==> src/rtl/data_mem_ctrl_if.sv <==
// Load/store port bundle: core request/response side plus the ready/valid memory bus.
// The controller uses the slave modport; the environment (core + memory) uses master.
interface data_mem_ctrl_if #(
  parameter int DATA_W = 32,
  parameter int ADDR_W = 32
);
  logic                  req_valid;
  logic                  req_ready;
  logic                  req_wr;
  logic [2:0]            mem_op;
  logic [ADDR_W-1:0]     addr;
  logic [DATA_W-1:0]     wdata;
  logic                  rsp_valid;
  logic [DATA_W-1:0]     rdata;
  logic                  rsp_err;
  logic                  bus_req_valid;
  logic                  bus_req_ready;
  logic                  bus_wr;
  logic [ADDR_W-1:0]     bus_addr;
  logic [DATA_W/8-1:0]   bus_wstrb;
  logic [DATA_W-1:0]     bus_wdata;
  logic                  bus_rsp_valid;
  logic [DATA_W-1:0]     bus_rdata;

  modport slave (
    input  req_valid, req_wr, mem_op, addr, wdata, bus_req_ready, bus_rsp_valid, bus_rdata,
    output req_ready, rsp_valid, rdata, rsp_err, bus_req_valid, bus_wr, bus_addr,
           bus_wstrb, bus_wdata
  );

  modport master (
    output req_valid, req_wr, mem_op, addr, wdata, bus_req_ready, bus_rsp_valid, bus_rdata,
    input  req_ready, rsp_valid, rdata, rsp_err, bus_req_valid, bus_wr, bus_addr,
           bus_wstrb, bus_wdata
  );
endinterface

==> src/rtl/data_mem_ctrl.sv <==
// Data-memory access controller: one outstanding load/store at a time, little-endian
// lane alignment, write strobes, load sign/zero extension and misalignment errors.
module data_mem_ctrl #(
  parameter int DATA_W = 32,
  parameter int ADDR_W = 32
) (
  input  logic           clk_i,
  input  logic           rst_ni,
  data_mem_ctrl_if.slave bus_if
);
  localparam int STRB_W = DATA_W / 8;
  localparam int LSB_W  = $clog2(STRB_W);

  typedef enum logic [2:0] {IDLE, REQ, WAIT, RESP, ERR} state_t;

  state_t              state_q;
  logic                wr_q;
  logic [2:0]          op_q;
  logic [ADDR_W-1:0]   addr_q;
  logic [DATA_W-1:0]   wdata_q;
  logic [DATA_W-1:0]   rdata_q;

  logic [LSB_W-1:0]    lsb_q;
  logic [3:0]          size_q;
  logic                req_illegal;
  logic                req_misaligned;
  logic [STRB_W-1:0]   lane_en;
  logic [DATA_W-1:0]   load_shifted;
  logic [DATA_W-1:0]   load_mask;
  logic                load_sign;
  logic [DATA_W-1:0]   load_ext;

  assign lsb_q  = addr_q[LSB_W-1:0];
  assign size_q = 4'd1 << op_q[1:0];

  always_comb begin
    req_illegal = (bus_if.mem_op == 3'b111) ||
                  ((DATA_W == 32) && ((bus_if.mem_op == 3'b011) || (bus_if.mem_op == 3'b110)));
    case (bus_if.mem_op[1:0])
      2'd1:    req_misaligned = bus_if.addr[0];
      2'd2:    req_misaligned = |bus_if.addr[1:0];
      2'd3:    req_misaligned = |bus_if.addr[2:0];
      default: req_misaligned = 1'b0;
    endcase
  end

  // A lane is written when it falls inside [lsb, lsb + size).
  for (genvar gi = 0; gi < STRB_W; gi++) begin : g_lane
    assign lane_en[gi] = (gi >= int'(lsb_q)) && (gi < int'(lsb_q) + int'(size_q));
  end

  // Extension is folded in before capture so RData comes straight from a register.
  always_comb begin
    load_shifted = bus_if.bus_rdata >> {lsb_q, 3'b000};
    case (op_q[1:0])
      2'd0: begin
        load_mask = DATA_W'(8'hFF);
        load_sign = load_shifted[7];
      end
      2'd1: begin
        load_mask = DATA_W'(16'hFFFF);
        load_sign = load_shifted[15];
      end
      2'd2: begin
        load_mask = DATA_W'(32'hFFFF_FFFF);
        load_sign = load_shifted[31];
      end
      default: begin
        load_mask = '1;
        load_sign = load_shifted[DATA_W-1];
      end
    endcase
    load_ext = (load_shifted & load_mask) | ((load_sign && !op_q[2]) ? ~load_mask : '0);
  end

  always_ff @(posedge clk_i or negedge rst_ni) begin
    if (!rst_ni) begin
      state_q <= IDLE;
      wr_q    <= 1'b0;
      op_q    <= '0;
      addr_q  <= '0;
      wdata_q <= '0;
      rdata_q <= '0;
    end else begin
      case (state_q)
        IDLE: begin
          if (bus_if.req_valid) begin
            wr_q    <= bus_if.req_wr;
            op_q    <= bus_if.mem_op;
            addr_q  <= bus_if.addr;
            wdata_q <= bus_if.wdata;
            rdata_q <= '0;
            state_q <= (req_illegal || req_misaligned) ? ERR : REQ;
          end
        end
        REQ: begin
          if (bus_if.bus_req_ready) state_q <= WAIT;
        end
        WAIT: begin
          if (bus_if.bus_rsp_valid) begin
            if (!wr_q) rdata_q <= load_ext;
            state_q <= RESP;
          end
        end
        RESP:    state_q <= IDLE;
        ERR:     state_q <= IDLE;
        default: state_q <= IDLE;
      endcase
    end
  end

  assign bus_if.req_ready     = (state_q == IDLE);
  assign bus_if.bus_req_valid = (state_q == REQ);
  assign bus_if.bus_wr        = (state_q == REQ) && wr_q;
  assign bus_if.bus_addr      = (state_q == REQ) ? {addr_q[ADDR_W-1:LSB_W], {LSB_W{1'b0}}} : '0;
  assign bus_if.bus_wstrb     = bus_if.bus_wr ? lane_en : '0;
  assign bus_if.bus_wdata     = bus_if.bus_wr ? (wdata_q << {lsb_q, 3'b000}) : '0;
  assign bus_if.rsp_valid     = (state_q == RESP) || (state_q == ERR);
  assign bus_if.rsp_err       = (state_q == ERR);
  assign bus_if.rdata         = (state_q == RESP) ? rdata_q : '0;
endmodule
==> src/flat_wrapper.sv <==
// flat-port wrapper written by rule: the top's interface ports become plain ports
module data_mem_ctrl_flat 
#(
  parameter int DATA_W = 32,
  parameter int ADDR_W = 32
)
  (clk_i, rst_ni, bus_if_req_valid, bus_if_req_wr, bus_if_mem_op, bus_if_addr, bus_if_wdata, bus_if_bus_req_ready, bus_if_bus_rsp_valid, bus_if_bus_rdata, bus_if_req_ready, bus_if_rsp_valid, bus_if_rdata, bus_if_rsp_err, bus_if_bus_req_valid, bus_if_bus_wr, bus_if_bus_addr, bus_if_bus_wstrb, bus_if_bus_wdata);
  data_mem_ctrl_if #(.DATA_W(DATA_W), .ADDR_W(ADDR_W)) bus_if_i ();
  input  logic clk_i;
  input  logic rst_ni;
  input wire logic [$bits(bus_if_i.req_valid)-1:0] bus_if_req_valid;
  input wire logic [$bits(bus_if_i.req_wr)-1:0] bus_if_req_wr;
  input wire logic [$bits(bus_if_i.mem_op)-1:0] bus_if_mem_op;
  input wire logic [$bits(bus_if_i.addr)-1:0] bus_if_addr;
  input wire logic [$bits(bus_if_i.wdata)-1:0] bus_if_wdata;
  input wire logic [$bits(bus_if_i.bus_req_ready)-1:0] bus_if_bus_req_ready;
  input wire logic [$bits(bus_if_i.bus_rsp_valid)-1:0] bus_if_bus_rsp_valid;
  input wire logic [$bits(bus_if_i.bus_rdata)-1:0] bus_if_bus_rdata;
  output wire logic [$bits(bus_if_i.req_ready)-1:0] bus_if_req_ready;
  output wire logic [$bits(bus_if_i.rsp_valid)-1:0] bus_if_rsp_valid;
  output wire logic [$bits(bus_if_i.rdata)-1:0] bus_if_rdata;
  output wire logic [$bits(bus_if_i.rsp_err)-1:0] bus_if_rsp_err;
  output wire logic [$bits(bus_if_i.bus_req_valid)-1:0] bus_if_bus_req_valid;
  output wire logic [$bits(bus_if_i.bus_wr)-1:0] bus_if_bus_wr;
  output wire logic [$bits(bus_if_i.bus_addr)-1:0] bus_if_bus_addr;
  output wire logic [$bits(bus_if_i.bus_wstrb)-1:0] bus_if_bus_wstrb;
  output wire logic [$bits(bus_if_i.bus_wdata)-1:0] bus_if_bus_wdata;
  assign bus_if_i.req_valid = bus_if_req_valid;
  assign bus_if_i.req_wr = bus_if_req_wr;
  assign bus_if_i.mem_op = bus_if_mem_op;
  assign bus_if_i.addr = bus_if_addr;
  assign bus_if_i.wdata = bus_if_wdata;
  assign bus_if_i.bus_req_ready = bus_if_bus_req_ready;
  assign bus_if_i.bus_rsp_valid = bus_if_bus_rsp_valid;
  assign bus_if_i.bus_rdata = bus_if_bus_rdata;
  assign bus_if_req_ready = bus_if_i.req_ready;
  assign bus_if_rsp_valid = bus_if_i.rsp_valid;
  assign bus_if_rdata = bus_if_i.rdata;
  assign bus_if_rsp_err = bus_if_i.rsp_err;
  assign bus_if_bus_req_valid = bus_if_i.bus_req_valid;
  assign bus_if_bus_wr = bus_if_i.bus_wr;
  assign bus_if_bus_addr = bus_if_i.bus_addr;
  assign bus_if_bus_wstrb = bus_if_i.bus_wstrb;
  assign bus_if_bus_wdata = bus_if_i.bus_wdata;
  data_mem_ctrl #(.DATA_W(DATA_W), .ADDR_W(ADDR_W)) u_core (.clk_i(clk_i), .rst_ni(rst_ni), .bus_if(bus_if_i));
endmodule
==> config.mk <==
export PLATFORM = sky130hd
export DESIGN_NAME = data_mem_ctrl_flat
export DESIGN_NICKNAME = d
export VERILOG_FILES = /design/src/rtl/data_mem_ctrl_if.sv /design/src/rtl/data_mem_ctrl.sv /design/src/flat_wrapper.sv
export SDC_FILE = /design/constraint.sdc
export NUM_CORES = 1
export LEC_CHECK = 0
export CAP_MARGIN = 20
export CORE_ASPECT_RATIO = 1.75
export CORE_UTILIZATION = 45
export DETAILED_ROUTE_END_ITERATION = 12
export GPL_TIMING_DRIVEN = 0
export PLACE_DENSITY = 0.82
export SLEW_MARGIN = 15
export SYNTH_ARGS = -nofsm -noshare
export SYNTH_HDL_FRONTEND = slang
export SYNTH_SLANG_ARGS = --single-unit
==> constraint.sdc <==
create_clock -name clk_i -period 2.7 [get_ports clk_i]
set_clock_uncertainty 0.1 [all_clocks]
set_input_delay 0.27 -clock clk_i [delete_from_list [all_inputs] [get_ports clk_i]]
set_output_delay 0.27 -clock clk_i [all_outputs]
set_load 0.02 [all_outputs]
Word level (Yosys, flattened, before mapping). Index checks and enable logic that the tools add are counted.

Flip-flop bits (word level): 103. Latch bits: 0. Bits in writable memories: 0. ROM bits: 0. Bits of input ports: 105. Output and inout bits: 105. Word-level logic and storage cells: 70. Memories kept: 0.

$add $sub $neg: 1. Multipliers: 0. Div/mod/pow operators: 0. Magnitude comparators: 7. Equality and inequality tests: 15. Shift operators: 3. Mux-type cells: 17. Bitwise logic cells: 3. Reduce and logical (&&, ||, !) cells: 18.

Operators with widths (count): 2-to-1 mux 32 bit (7); one-hot mux 32 bit (2 select lines) (2); less-than comparator 3 x 32 -> 1 bit (first input constant) (2); bitwise AND 32 bit (1); less-than comparator 1 x 32 -> 1 bit (first input constant) (1); less-than comparator 2 x 32 -> 1 bit (first input constant) (1); inverter 32 bit (1); bitwise OR 32 bit (1); left shift 32 x 5 -> 32 bit (1); right shift 32 x 5 -> 32 bit (1); 2-to-1 mux 3 bit (4); equality test 3 x 2 -> 1 bit (second input constant) (3); equality test 3 bit (second input constant) (3); one-hot mux 3 bit (3 select lines) (1); != test 2 bit (second input constant) (4); adder 2 x 4 -> 5 bit (1); logical AND 1 bit (5); equality test 2 x 1 -> 1 bit (second input constant) (2); equality test 2 bit (second input constant) (2); >= comparator 1 x 2 -> 1 bit (first input constant) (2); logical OR 1 bit (4); 2-to-1 mux 4 bit (1); AND reduction 4 bit (1); left shift 1 x 2 -> 4 bit (first input constant) (1); 12 further kinds (12).

Logic depth before layout (Yosys ltp). Gate-level depths: netlist (run 1).

Word-level depth: 8. Mapped depth: 8. Depth with buffers taken out: 7.

Worst setup path after synthesis (run 1). OpenSTA, ideal clock, no wires.

Kind: register to output. Start point: register u_core.op_q[1]. End point: output port bus_if_bus_wstrb[2]. Arrival time: 2362 ps. Data required time: 2330 ps. Slack: -32 ps. Stages on the path, launching flop included: 8. Path buffers: 1. Cells stage by stage: dfrtp_1 -> clkbuf_1 -> nor2_1 -> ha_1 -> inv_1 -> fa_1 -> mux2_2 -> a221oi_1.

Longest elaborated chain between the ends: 5.

RTL lines: from (decl) (RTL line data_mem_ctrl.sv:18) `logic [2:0] op_q;`; from (signal assigned) (RTL line data_mem_ctrl.sv:89) `op_q <= bus_if.mem_op;`; left shift 1 x 2 -> 4 bit (RTL line data_mem_ctrl.sv:34) `assign size_q = 4'd1 << op_q[1:0];`; adder 2 x 4 -> 5 bit (RTL line data_mem_ctrl.sv:49) `assign lane_en[gi] = (gi >= int'(lsb_q)) && (gi < int'(lsb_q) + int'(size_q));`; less-than comparator 3 x 32 -> 1 bit (RTL line data_mem_ctrl.sv:49); logical AND 1 bit (RTL line data_mem_ctrl.sv:49); 2-to-1 mux 4 bit (RTL line data_mem_ctrl.sv:116) `assign bus_if.bus_wstrb = bus_if.bus_wr ? lane_en : '0;`; to (decl) (RTL line flat_wrapper.sv:26) `output wire logic [$bits(bus_if_i.bus_wstrb)-1:0] bus_if_bus_wstrb;`.

Every way passes these cells.

Final worst setup path (run 1).
Start point: register u_core.addr_q[0]. End point: output port bus_if_bus_wdata[29].

Longest elaborated chain between the ends: 2.

RTL lines: from (decl) (RTL line data_mem_ctrl.sv:19) `logic [ADDR_W-1:0] addr_q;`; from (signal assigned) (RTL line data_mem_ctrl.sv:90) `addr_q <= bus_if.addr;`; left shift 32 x 5 -> 32 bit (RTL line data_mem_ctrl.sv:117) `assign bus_if.bus_wdata = bus_if.bus_wr ? (wdata_q << {lsb_q, 3'b000}) : '0;`; 2-to-1 mux 32 bit (RTL line data_mem_ctrl.sv:117); to (decl) (RTL line flat_wrapper.sv:27) `output wire logic [$bits(bus_if_i.bus_wdata)-1:0] bus_if_bus_wdata;`.

Every way passes these cells.

==> results_dict.tcl, run 1 <==
set metrics [dict create \
    status "completed" \
    maxSlewHeadroom_pct 49.3 \
    min_period_over_period_pct 98.8 \
    drc_errors 0 \
    synth_largest_area_cell "dfrtp_1" \
    mappedNetlistArea_um2 5480 \
    max_freq_mhz 375 \
    power_density_nw_per_um2 1050 \
    dieArea_um2 12600 \
    via_count 4877 \
    wl_per_cell_um 19.6 \
    hold_class "in -> async" \
    hold_viol 0 \
    synth_area_per_cell_um2 11.0 \
    antenna_cells 0 \
    grt_max_degree 84 \
    critical_path.startpoint "u_core.addr_q[0]" \
    antenna_found_initial 0 \
    instances_no_fill 872 \
    seq_area_frac_synth_pct 47.0 \
    cts-htree-levels 3 \
    ys_seq_elements 103 \
    netlist.area_leader.share_pct 47.0 \
    wl_mm 17.1 \
    synthCells 498 \
    period_minus_slack_ns 2.67 \
    vdd_drop_max_uv 536 \
    initial_core_util_pct 45.9 \
    final_util_pct 69.0 \
    slew_violations 0 \
    cts_tree "yes" \
    dr.pass1.iters 4 \
    cp.required_ns 2.33 \
    grt_pass1_wl_mm 26.5 \
    fin_nets 838 \
    hold_slack_ns 0.239 \
    gp_congestion 0.849 \
    synth_area_leaders "dfrtp_1, mux2_2, and2_1" \
    synth_edf_count 0 \
    grt.total_usage_pct 27.7 \
    ant_nets 0 \
    yosysMostFrequentCell "dfrtp_1" \
    gr-total-overflow 0 \
    critPathLaunchType "register" \
    clkSinkCount 103 \
    arrival_ns 2.30 \
    dp_cells 844 \
    setup_viol 0 \
    hpwl_mm 13.0 \
    ys_warn_count 0 \
    drt_iter0_drc 320 \
    critPathMaxFanout 10 \
    ys_top_cells_by_count "dfrtp_1, mux2_2, and2_1" \
    pin_count 210 \
    cts_buffers 9 \
    leakage_uw 0.00382 \
    syn2layout_area_growth_pct 50.2 \
    die_h_um 148 \
    root_buffer "clkbuf_16" \
    io_buffers 207 \
    tns_ns 0 \
    die_x_um 85.5 \
    path_clk_slew_ns 0.07 \
    core_area_um2 11900 \
    clock_tree.buffer_depth 2 \
    via_per_inst 5.59 \
    drv_cap 0 \
    rsz0062_at_grt "yes" \
    synth-async-reset-ratio_pct 100 \
    r2r-start "u_core.state_q[1]" \
    fillers 926 \
    critPathKind "reg -> out" \
    clock_latency_ns 0.35 \
    drive_gt1_share_pct 22.0 \
    worst_pin_slew_ns 0.760 \
    rows 53 \
    synthDistinctLibCells 42 \
    crit_path_end_kind "output port" \
    grt_pass1_vias 5119 \
    ys.flop_type "dfrtp_1" \
    finalPower_uw 8630 \
]
## logic make-up (layout without fill, tap and decap cells)
| logic type | after synthesis | after routing | share of synthesized area [%] |
|---|---|---|---|
| muxes | 108 | 108 | 21.7 |
| DFF | 103 | 103 | 47.0 |
| other | 1 | 2 | 0.0684 |
| and+or+nand+nor | 149 | 150 | 15.0 |
| adders and majority gates | 3 | 3 | 0.821 |
| AOI/OAI and AO/OA | 90 | 90 | 11.5 |
| buffers and inverters | 44 | 279 | 3.92 |
## timing repair
action / 4_1_cts / 5_1_grt
endpoints found under the hold margin: 20 / 0
endpoints found under the setup margin: 97 / 28
setup buffers: 8 / 3
pin swaps: 2 / 4
gates resized for setup: 115 / 13
hold buffers: 1 / 0
gates cloned: 1 / 0
## metrics by stage
| stage | instance area (µm²) | setup slack (ns) |
|---|---|---|
| after global placement | 7740 | -2.63 |
| after detailed placement | 7770 | -0.750 |
| final | 8240 | 0.0313 |
| after floorplan | 5490 | 0.144 |
| after global routing | 8240 | -0.0182 |
| after CTS | 8160 | 0.00581 |
## routing by layer
metal  up-vias  wire (µm)  track usage (%)
li1       2229          -                -
met1      2372       5990             28.7
met2       208       9280             50.4
met3        68        805             5.08
met4         0       1040             17.1
met5         -          0                0
## worst max-delay path, stage by stage, from the launching register on
cell             delay, ns
dfrtp_1               0.41
buf_2                 0.24
clkbuf_4              0.26
clkbuf_4              0.25
a211oi_1              0.10
a211oi_1              0.33
clkdlybuf4s15_1       0.35
## flip-flops by register name (all words and copies together), names as in the netlist
name and cells:
u_core.addr_q 32, u_core.op_q 3, u_core.rdata_q 32, u_core.state_q 3, u_core.wdata_q 32, u_core.wr_q 1
## power breakdown
part / leakage [µW] / switching, µW / internal [µW] / total [µW]
Clock: 0.000150 / 627 / 740 / 1370
Combinational: 0.00239 / 2360 / 2150 / 4510
Sequential: 0.00127 / 472 / 2280 / 2750
Total: 0.00382 / 3460 / 5170 / 8630
## final timing paths
path | end | slack (ns) | depth (start not counted)
max | bus_if_bus_wdata[29] | 0.03 | 6
max in group asynchronous | u_core.addr_q[18] | 1.57 | 3
min reg2reg | u_core.rdata_q[1] | 0.38 | 2
max reg2reg | u_core.addr_q[19] | 0.41 | 7
min in group clk_i | u_core.rdata_q[1] | 0.38 | 2
min | u_core.wdata_q[6] | 0.24 | 2
## cell usage in the layout, fill, tap and decap left out, drive strengths merged, types with 25 or more instances in the layout
cell type / n
a21oi: 25
and2: 71
buf: 37
clkbuf: 27
clkdlybuf4s50: 138
dfrtp: 103
dlygate4sd2: 59
mux2: 76
mux2i: 31
nor2: 41
## cell type report
class	instances	area (µm²)	share of cell area [%]
Clock buffer	9	225	2.73
Buffer	39	239	2.90
Multi-Input combinational cell	353	2800	34.0
Sequential cell	103	2580	31.3
Inverter	4	15.0	0.182
Timing Repair Buffer	220	2120	25.7
Clock inverter	7	86.3	1.05
Tap cell	137	171	2.08
(Power assumes the default switching activity.)
==> inputs of run 2 (changes only) <==
- CORE_UTILIZATION: 45 -> 48
- GPL_ROUTABILITY_DRIVEN: default -> 0
- PLACE_DENSITY: 0.82 -> 0.86
- clock period: 2.7 -> 3.4 ns (I/O delays scaled with it)
==> run 2 against run 1 <==
Register-to-register slack improved by 0.72 ns. Largest cell class unchanged. Cell count decreased by 1.8%. Die area down 6.1%. Highest routed layer unchanged. Worst setup slack improved by 0.10 ns. First-iteration DRC count decreased by 19%. Routed wire length increased by 0.56%. Combinational power down 22%. Via count grew 1.1%.
==> results_dict.tcl, run 2 (synthesis results as in run 1) <==
set metrics [dict create \
    grt_pass1_wl_mm 27.1 \
    antenna_cells 0 \
    tns_ns 0 \
    wl_mm 17.2 \
    critPathMaxFanout 17 \
    p_int_uw 4040 \
    via_per_inst 5.76 \
    die_h_um 143 \
    worst_pin_slew_ns 0.753 \
    cts_tree "yes" \
    p_clk_share_pct 15.0 \
    final_util_pct 72.9 \
    arrival_ns 2.83 \
    vdd_drop_max_uv 557 \
    grt_max_degree 72 \
    grt_pass1_vias 5221 \
    mostFrequentLayoutCells "clkdlybuf4s50_1, dfrtp_1, mux2_2, and2_1, nor2_1" \
    power_density_nw_per_um2 833 \
    drt_iter0_drc 260 \
    setup_viol 0 \
    gr-total-overflow 0 \
    initial_core_util_pct 49.4 \
    rsz0062_at_grt "no" \
    cts_buffers 9 \
    leakage_uw 0.00342 \
    clock_tree.buffer_depth 2 \
    maxSlewHeadroom_pct 49.8 \
    core_area_um2 11100 \
    io_buffers 207 \
    power.share.switching_pct 40.0 \
    min_period_over_period_pct 96.1 \
    layout_commonest_cell "clkdlybuf4s50_1" \
    max_freq_mhz 306 \
    wl_per_cell_um 20.1 \
    critPathLaunchType "register" \
    p_switching_uw 2700 \
    rows 51 \
    status "completed" \
    dieArea_um2 11900 \
    ant_nets 0 \
    period_minus_slack_ns 3.27 \
    hpwl_mm 13.2 \
    root_buffer "clkbuf_16" \
    slew_violations 0 \
    antenna_found_initial 0 \
    syn2layout_area_growth_pct 47.5 \
    top_regs "u_core.addr_q: 32 flops, u_core.rdata_q: 32 flops, u_core.wdata_q: 32 flops" \
    p_comb_share_pct 52.5 \
    fin_nets 827 \
    pin_count 210 \
    drc_errors 0 \
    clock_latency_ns 0.35 \
    dr.pass1.iters 5 \
    path_clk_slew_ns 0.08 \
    p_seq_share_pct 32.6 \
    die_x_um 82.8 \
    drive_gt1_share_pct 17.3 \
    grt.total_usage_pct 29.3 \
    hold_class "in -> async" \
    hold_viol 0 \
    drv_cap 0 \
    cts-htree-levels 3 \
    cp.required_ns 2.96 \
    via_count 4932 \
    crit_path_end_kind "output port" \
    critPathKind "reg -> out" \
    clkSinkCount 103 \
]
==> run 2: final timing paths <==
kind	start	endpoint	slack, ns	cells past startpoint
setup / recovery	u_core.addr_q[0]	bus_if_bus_wdata[17]	0.13	8
hold / removal	rst_ni	u_core.wdata_q[12]	0.33	2
setup reg to reg	u_core.state_q[1]	u_core.addr_q[19]	1.13	7
hold reg to reg	u_core.rdata_q[6]	u_core.rdata_q[6]	0.39	2
max in group asynchronous	rst_ni	u_core.state_q[0]	2.20	3
min in group clk_i	u_core.rdata_q[6]	u_core.rdata_q[6]	0.39	2
==> run 2: metal layers <==
metal	GRT usage [%]	share of wire (%)	vias to the layer above
li1	-	-	2207
met1	30.4	35	2445
met2	55.1	55	223
met3	6.66	6.5	57
met4	14.2	4.2	0
met5	0	0	-
==> run 2: worst max-delay path: stages, from the launching register on <==
cell	delay (ns)
dfrtp_1	0.36
clkbuf_4	0.28
buf_2	0.32
buf_2	0.41
mux2i_1	0.13
nor2_1	0.12
a21oi_1	0.05
nor2_1	0.16
clkdlybuf4s50_1	0.64
==> run 2: power by group through the flow <==
| stage | Sequential, µW | Clock [µW] | Combinational [µW] |
|---|---|---|---|
| after floorplan | 2050 | 0 | 2300 |
| after global placement | 2140 | 0 | 3350 |
| after detailed placement | 2190 | 0 | 3460 |
| after CTS | 2180 | 1020 | 3500 |
| after global routing | 2260 | 1070 | 3780 |
| final | 2200 | 1010 | 3530 |
==> run 2: through the flow <==
| step | hold WS [ns] | instances | cell area, µm² | power, µW | setup slack, ns |
|---|---|---|---|---|---|
| detailed placement | 0.147 | 839 | 7750 | 5650 | -0.0896 |
| global route | 0.350 | 856 | 8090 | 7100 | 0.00592 |
| CTS | 0.334 | 856 | 8070 | 6700 | 0.0242 |
| global placement | 0.358 | 838 | 7720 | 5490 | -1.80 |
| floorplan | -0.0556 | 499 | 5490 | 4340 | 0.598 |
| finish | 0.332 | 856 | 8090 | 6740 | 0.131 |
==> run 2: final cells by class <==
cell class                 instances  area, µm²
clock buffer                       9        225
multi-input combinational        352       2730
clock inverter                     7       60.1
inverter                           4       15.0
timing repair buffer             210       2120
sequential                       103       2580
tap                              132        165
fill                             795       3010
buffer                            39        201
==> run 2: what timing repair did <==
action	4_1_cts	5_1_grt
endpoints found under the hold margin	32	0
setup buffers	1	0
hold buffers	1	0
pin swaps	1	0
endpoints found under the setup margin	14	19
gates resized for setup	5	8
==> inputs of run 3 (changes only) <==
- CORE_MARGIN: default -> 2
- PLACE_DENSITY: 0.86 -> 0.85
==> run 3 against run 2 <==
Non-clock buffer count up 1. Cell count unchanged. Sequential cell count unchanged. Worst setup slack better by 0.034 ns. Critical path depth down 2. Global-route usage down 0.95 points. Die area up 3.8%. Via count down 0.87%. Design area down 0.37%. Maximum frequency up 1.0%. First-iteration DRC count down 8.8%. Sequential share of layout area up 0.12 points. Critical path type unchanged. Largest cell class unchanged. Largest power group unchanged.
==> results_dict.tcl, run 3 (synthesis results as in run 1) <==
set metrics [dict create \
    antenna_found_initial 0 \
    maxSlewHeadroom_pct 50.5 \
    top_regs "u_core.addr_q: 32 flops, u_core.rdata_q: 32 flops, u_core.wdata_q: 32 flops" \
    finalPower_uw 6690 \
    slew_violations 0 \
    critPathLaunchType "register" \
    grt_pass1_vias 5345 \
    wl_mm 17.3 \
    drive_gt1_share_pct 17.0 \
    vdd_drop_max_uv 458 \
    syn2layout_area_growth_pct 47.0 \
    io_buffers 207 \
    dr.pass1.iters 5 \
    rows 51 \
    via_per_inst 5.71 \
    pin_count 210 \
    via_count 4889 \
    layout_setup_ws_ns 0.165 \
    layout_commonest_cell "clkdlybuf4s50_1" \
    drt_iter0_drc 237 \
    cts_tree "yes" \
    grt.total_usage_pct 28.3 \
    grt_pass1_wl_mm 27.2 \
    fillers 794 \
    drc_errors 0 \
    root_buffer "clkbuf_16" \
    hold_slack_ns 0.306 \
    seq_area_um2 2580 \
    path_clk_slew_ns 0.07 \
    initial_core_util_pct 49.1 \
    ant_nets 0 \
    antenna_cells 0 \
    max_freq_mhz 309 \
    cp.required_ns 2.96 \
    critPathKind "reg -> out" \
    use_met2_pct 51.1 \
    fin_nets 828 \
    drv_cap 0 \
    core_area_um2 11200 \
    min_period_over_period_pct 95.1 \
    critPathMaxFanout 10 \
    power_density_nw_per_um2 830 \
    grt_max_degree 82 \
    status "completed" \
    grtUsageMet3_pct 6.01 \
    clock_latency_ns 0.35 \
    crit_path_end_kind "output port" \
    die_h_um 145 \
    hold_class "in -> async" \
    wl_per_cell_um 20.2 \
    dieArea_um2 12300 \
    hold_viol 0 \
    dp_slack_ns -0.0844 \
    die_x_um 84.8 \
    worst_pin_slew_ns 0.742 \
    mostFrequentLayoutCells "clkdlybuf4s50_1, dfrtp_1, mux2_2, and2_1, nor2_1" \
    period_minus_slack_ns 3.24 \
    setup_viol 0 \
    tns_ns 0 \
    leakage_uw 0.00341 \
    clock_tree.buffer_depth 2 \
    cts_buffers 9 \
    arrival_ns 2.80 \
    clkSinkCount 103 \
    grt.busiest_layer "met2" \
    rsz0062_at_grt "no" \
    gr-total-overflow 0 \
    multi_input_area_um2 2710 \
    hpwl_mm 13.1 \
    cts-htree-levels 3 \
    grt_use_met1_pct 29.8 \
]
[run 3: changes by cell type in the layout (fill, tap and decap cells not counted), moves of 2 or more]
cell        before  now
buf_2           11   13
clkinvlp_4       0    2
clkbuf_4         2    0
inv_6            4    0
clkbuf_2         0    3
[run 3: cell type report]
class | count | area share, %
sequential | 103 | 32.0
inverter | 4 | 0.186
buffer | 40 | 2.53
timing repair buffer | 210 | 26.3
clock inverter | 3 | 0.248
clock buffer | 12 | 3.06
tap | 132 | 2.05
multi-input combinational | 352 | 33.6
[run 3: what timing repair did]
action | in CTS | in global routing
gates resized for setup | 5 | 6
endpoints found under the setup margin | 12 | 19
hold buffers | 1 | 0
setup buffers | 1 | 0
endpoints found under the hold margin | 22 | 0
pin swaps | 1 | 0
[run 3: where the power goes]
group | switching, µW | internal, µW
Sequential | 374 | 1810
Clock | 453 | 513
Combinational | 1830 | 1710
Total | 2660 | 4030
[run 3: worst max-delay path: stages, from the launching register on]
cell and delay, ns:
dfrtp_1 0.33, buf_2 0.19, nor3b_4 0.38, nand3_2 0.32, nor2_2 0.40, and2_1 0.18, clkdlybuf4s50_1 0.65
[run 3: per-stage QoR]
stage / util, % / area (µm²) / instances
2_1_floorplan: - / 5490 / 499
3_3_place_gp: 69.2 / 7720 / 838
3_5_place_dp: 69.4 / 7750 / 839
4_1_cts: 72.1 / 8050 / 856
5_1_grt: 72.2 / 8060 / 856
6_report: 72.2 / 8060 / 856
[run 3: worst paths after layout]
kind	endpoint	start	slack, ns	cells after the start
max	bus_if_bus_wdata[2]	u_core.state_q[0]	0.16	6
min	u_core.addr_q[16]	rst_ni	0.31	2
max reg2reg	u_core.wdata_q[5]	u_core.state_q[1]	1.12	7
min reg2reg	u_core.rdata_q[3]	u_core.rdata_q[3]	0.39	2
max in group asynchronous	u_core.wdata_q[11]	rst_ni	2.23	3
min in group clk_i	u_core.rdata_q[3]	u_core.rdata_q[3]	0.39	2
[run 3: per-layer routing]
metal,wire (µm),up-vias
met5,0,-
met4,883,0
met3,941,54
met2,9430,223
met1,6050,2405
li1,-,2207
